$ cat src/rtl/demux8_2_stream.sv
// demux8_2_stream: routes one valid/ready byte stream into two buffered outputs with per-channel counters
module demux8_2_stream_fifo #(
  parameter int WIDTH = 8,
  parameter int DEPTH = 2
) (
  input  logic             clk,
  input  logic             rst_n,
  input  logic             push,
  input  logic [WIDTH-1:0] wdata,
  input  logic             pop,
  output logic             full,
  output logic             valid,
  output logic [WIDTH-1:0] rdata
);
  localparam int AW = $clog2(DEPTH);
  logic [WIDTH-1:0] mem [DEPTH];
  logic [AW-1:0] wp, rp;
  logic [AW:0] cnt;
  assign full = cnt == (AW+1)'(DEPTH);
  assign valid = cnt != '0;
  assign rdata = mem[rp];
  always_ff @(posedge clk or negedge rst_n) begin
    if (!rst_n) begin
      wp <= '0;
      rp <= '0;
      cnt <= '0;
      for (int i = 0; i < DEPTH; i++) mem[i] <= '0;
    end else begin
      if (push) begin
        mem[wp] <= wdata;
        wp <= wp + 1'b1;
      end
      if (pop) rp <= rp + 1'b1;
      cnt <= cnt + (AW+1)'(push) - (AW+1)'(pop);
    end
  end
endmodule

module demux8_2_stream #(
  parameter int WIDTH = 8,
  parameter int DEPTH = 2,
  parameter int CNT_W = 16
) (
  input  logic             clk,
  input  logic             rst_n,
  input  logic [WIDTH-1:0] in_data,
  input  logic             in_sel,
  input  logic             in_valid,
  output logic             in_ready,
  output logic [WIDTH-1:0] a_data,
  output logic             a_valid,
  input  logic             a_ready,
  output logic [WIDTH-1:0] b_data,
  output logic             b_valid,
  input  logic             b_ready,
  output logic [CNT_W-1:0] a_count,
  output logic [CNT_W-1:0] b_count
);
  logic full_a, full_b, push_a, push_b;
  // ready reflects only pre-edge fullness, so a simultaneous pop never lets a byte through a full FIFO
  assign in_ready = in_sel ? !full_a : !full_b;
  assign push_a = in_valid && in_sel && !full_a;
  assign push_b = in_valid && !in_sel && !full_b;
  demux8_2_stream_fifo #(.WIDTH(WIDTH), .DEPTH(DEPTH)) u_a (
    .clk(clk), .rst_n(rst_n), .push(push_a), .wdata(in_data),
    .pop(a_valid && a_ready), .full(full_a), .valid(a_valid), .rdata(a_data)
  );
  demux8_2_stream_fifo #(.WIDTH(WIDTH), .DEPTH(DEPTH)) u_b (
    .clk(clk), .rst_n(rst_n), .push(push_b), .wdata(in_data),
    .pop(b_valid && b_ready), .full(full_b), .valid(b_valid), .rdata(b_data)
  );
  always_ff @(posedge clk or negedge rst_n) begin
    if (!rst_n) begin
      a_count <= '0;
      b_count <= '0;
    end else begin
      if (push_a) a_count <= a_count + 1'b1;
      if (push_b) b_count <= b_count + 1'b1;
    end
  end
endmodule
$ cat config.mk
export PLATFORM = sky130hd
export DESIGN_NAME = demux8_2_stream
export DESIGN_NICKNAME = d
export VERILOG_FILES = /design/src/rtl/demux8_2_stream.sv
export SDC_FILE = /design/constraint.sdc
export NUM_CORES = 1
export LEC_CHECK = 0
export CAP_MARGIN = 10
export CORE_UTILIZATION = 40
export DETAILED_ROUTE_END_ITERATION = 10
export SLEW_MARGIN = 0
export SYNTH_ARGS = -nofsm -noshare
export SYNTH_HDL_FRONTEND = slang
export SYNTH_SLANG_ARGS = --single-unit
export TNS_END_PERCENT = 1
$ cat constraint.sdc
create_clock -name clk -period 3.8 [get_ports clk]
set_input_delay 1.14 -clock clk [delete_from_list [all_inputs] [get_ports clk]]
set_output_delay 1.14 -clock clk [all_outputs]
set_load 0.05 [all_outputs]
* Word-level counts from Yosys, hierarchy flattened
Index checks and enable logic that the tools add are counted.
Word-level totals: bits in registers 72, logic and storage cells 60
Cells by class: add/subtract/negate cells 10, $lt $le $gt $ge 6, equality and inequality tests 2, multiplexer cells 13, bitwise gates (word level) 4, reductions and logical operators 13
Operators with widths (count):
- 2-to-1 mux 8 bit | 8
- adder 16 x 1 -> 16 bit (second input constant) | 2
- bitwise mux 16 bit | 2
- demux 8 bit (select 1 bit) | 2
- >= comparator 2 bit (second input constant) | 4
- logical AND 1 bit | 8
- NOT 1 -> 2 bit | 4
- adder 1 bit (second input constant) | 4
- adder 2 x 1 -> 2 bit | 2
- equality test 2 bit (second input constant) | 2
- < comparator 2 x 1 -> 1 bit (second input constant) | 2
- nonzero test 2 bit | 2
- subtractor 2 x 1 -> 2 bit | 2
- logical NOT 1 bit | 3
- 2-to-1 mux 1 bit | 1

* Logic depth before layout (Yosys ltp)
word-level depth 6, gate-level depth with buffers 7, gate-level depth less buffers 7

* Cells and area by module
Synthesis repeated with hierarchy kept, for this count alone.
Unflattened totals: cells, all modules 242, area total of the unflattened synthesis 3320.7 µm²
Modules (own cells, without submodules):
- demux8_2_stream_fifo | instances 2, cells an instance 58, area an instance 912.1 µm², seq. area each 500.5 µm²
- demux8_2_stream | instances 1, cells an instance 126, area an instance 1496.4 µm², seq. area each 800.8 µm²

* Least setup slack after synthesis
No wires, ideal clock.
path type input to output, start input in_sel, end output in_ready, data arrival time 1.939 ns, required time 2.660 ns, path slack 0.721 ns, stages 2, path buffers 0, cell sequence nor2_1 -> a21oi_1
Between the ends: cells in the longest elaborated chain, start to end 1
Ends and longest elaborated chain:
- from (decl) | line 47 | input logic in_sel,
- 2-to-1 mux 1 bit | line 61 | assign in_ready = in_sel ? !full_a : !full_b;
- to (decl) | line 49 | output logic in_ready,
No other way between the ends.

* Worst setup path in the final report
Same ends and word-level chain as after synthesis.

==> flow_summary.ini <==
[run_status]
status = complete, no violations

[place]
dp_hpwl_um = 4250
io_buffers = 64
routabilityCongestion = 0.764

[floorplan]
dieArea_um2 = 8530
core_area_um2 = 7810
die_y_um = 92.4
rows = 32
initial_core_util_pct = 41.8
pin_count = 65
die_w_um = 92.4

[clock_tree]
cts_tree = built
cts.clk_slew.worst_paths_ns = 0.07
cts-root-buf = clkbuf_8
cts_sinks = 72
numCtsBuffers = 9
cts-resized-gates = 0
insertion_delay_ns = 0.33
ctsHoldBuffers = 0
cts_max_path_buffers = 2
h-tree-depth = 3
postCtsSetupBuffers = 0

[detailed_routing]
drt.antenna.violating_nets = 0
post-route-drc-count = 0
drt_iter0_drc = 48
dr.pass1.iters = 4
wire_per_inst_um = 14.4
via_per_inst = 4.88
vias = 2072
routed_wl_um = 6130

[grt]
grt_start_max_net_pins = 38
grt-ovfl-total = 0
grt_pass1_vias = 2010
grt_usage_pct = 16.0
grt_pass1_wl_um = 10200
antenna_found_initial = 0

[setup_path]
cp_slowest_cell = clkdlybuf4s50_1
crit_fanout = 4
start_kind = primary input
crit_path_end_kind = primary output
crit_chain = clkdlybuf4s50_1, nor2_1, a21oi_1, buf_12
cp_data_required_time_ns = 2.66
criticalPathCategory = primary input to primary output
max_stage_delay_ns = 0.55
worstPathArrival_ns = 2.15

[yosys]
synthArstFlopShare_pct = 100
ys_ff_latch = 72
synth_nets = 265
synth_area_um2 = 3270
synth_area_leaders = dfrtp_1 (55%), mux2_2 (17%), xnor2_1 (6.2%)
synth_edf_count = 0
ys_seq_area_share_pct = 55.2
synth_area_per_cell_um2 = 13.3
synth_ff_type = dfrtp_1
yosys_warnings = 0
netlist-cell-type-count = 33
synth_top_area_share_pct = 55.2
yosys.area.top_type = dfrtp_1
synthesis.instances = 245

[finish]
fin_nets = 339
syn2layout_area_growth_pct = 28.8
antenna_cells = 0
final_cell_mix = dfrtp_1 (72), clkdlybuf4s50_1 (62), mux2_2 (49)
final_layout_size_suffix_gt1_share_pct = 26.9
mostFrequentLayoutCell = dfrtp_1

[sta]
worst_slew_pin_slew_ns = 0.828
timing.fmax_ghz = 0.304
hold_viol_final = 0
skew_ns = 0.00537
setup_violations = 0
tns_ns = 0
relSlewSlack_pct = 44.8
period_minus_slack_ns = 3.29
holdWs_ns = 0.468
drv_slew = 0
fin_crit_sh_pct = 86.6
rsz0062_at_grt = false

[worst_hold_path]
worstHoldPathType = register to register

[run]
drv_cap = 0

[power]
powerDensity_nw_per_um2 = 855
vdd_drop_max_v = 0.000529
leakage_uw = 0.00184
Yosys cell counts (2+ instances only):
master / number
xnor2_1: 23
nand4_1: 4
ha_1: 6
mux2_2: 49
nor4_1: 2
inv_1: 7
nor2_4: 2
clkbuf_1: 2
nand3_1: 6
nor3_4: 2
xor2_1: 15
nand2_1: 17
nor3_1: 4
and2_1: 3
nor2_1: 6
nand2_2: 4
dfrtp_1: 72
or2_2: 2
and3_1: 5
cells by family (layout without fill, tap and decap cells):
| family | after synthesis | after routing | share of synthesized area, % |
|---|---|---|---|
| compound gates | 1 | 1 | 0.153 |
| xor+xnor | 38 | 38 | 10.2 |
| fa+ha+maj | 6 | 6 | 2.30 |
| buf+inv | 10 | 88 | 1.15 |
| flops | 72 | 72 | 55.2 |
| mux | 49 | 49 | 16.9 |
| simple gates | 69 | 69 | 14.1 |
metal layers:
| metal | up-vias | GRT usage (%) | wire (um) |
|---|---|---|---|
| met5 | - | 0 | 0 |
| met2 | 46 | 23.6 | 2750 |
| met1 | 1034 | 22.0 | 3040 |
| met4 | 0 | 5.08 | 70 |
| met3 | 5 | 5.50 | 273 |
| li1 | 987 | - | - |
final cells by class:
class	count	area [um2]
clock buffers	11	131
well taps	102	128
flip-flops and latches	72	1800
clock inverters	4	22.5
repair buffers	65	666
fillers	676	3600
multi-input cells	163	1430
inverters	8	30.0
flip-flops by register name, summed over array words and instances, names as in the netlist:
signal and cells:
u_a.mem 16, u_b.rp 1, u_a.cnt 2, u_b.mem 16, a_count 16, u_a.wp 1
u_a.rp 1, u_b.wp 1, b_count 16, u_b.cnt 2
where the power goes:
group          switching [uW]  internal, uW
Sequential                225          1040
Clock                     275           231
Combinational            1060           759
worst max-delay path: cells and delay by family:
| kind | cells | cell delay, ns |
|---|---|---|
| buffers and inverters | 2 | 0.72 |
| AND/OR/NAND/NOR | 1 | 0.07 |
| AO/OA/AOI/OAI | 1 | 0.22 |
path summary, 6_finish.rpt:
check,start,endpoint,slack [ns],depth (start not counted)
max,in_sel,in_ready,0.51,4
max reg2reg,u_b.cnt[0],u_b.cnt[1],2.07,7
min in group asynchronous,rst_n,a_count[9],0.90,1
max in group asynchronous,rst_n,u_b.wp,2.23,2
min,b_count[15],b_count[15],0.47,1
min reg2reg,b_count[15],b_count[15],0.47,1
metrics by stage:
stage | instances | instance area [um2] | power, uW | setup slack (ns) | utilization [%]
finish | 425 | 4210 | 3590 | 0.509 | 53.9
global route | 425 | 4210 | 3800 | 0.416 | 53.9
CTS | 425 | 4210 | 3640 | 0.507 | 53.9
detailed placement | 410 | 4050 | 3120 | 0.512 | 51.9
global placement | 410 | 4050 | 3100 | 0.524 | 51.9
floorplan | 245 | 3270 | 2550 | 0.721 | -
Note: power is estimated with default switching activity, not from simulation.
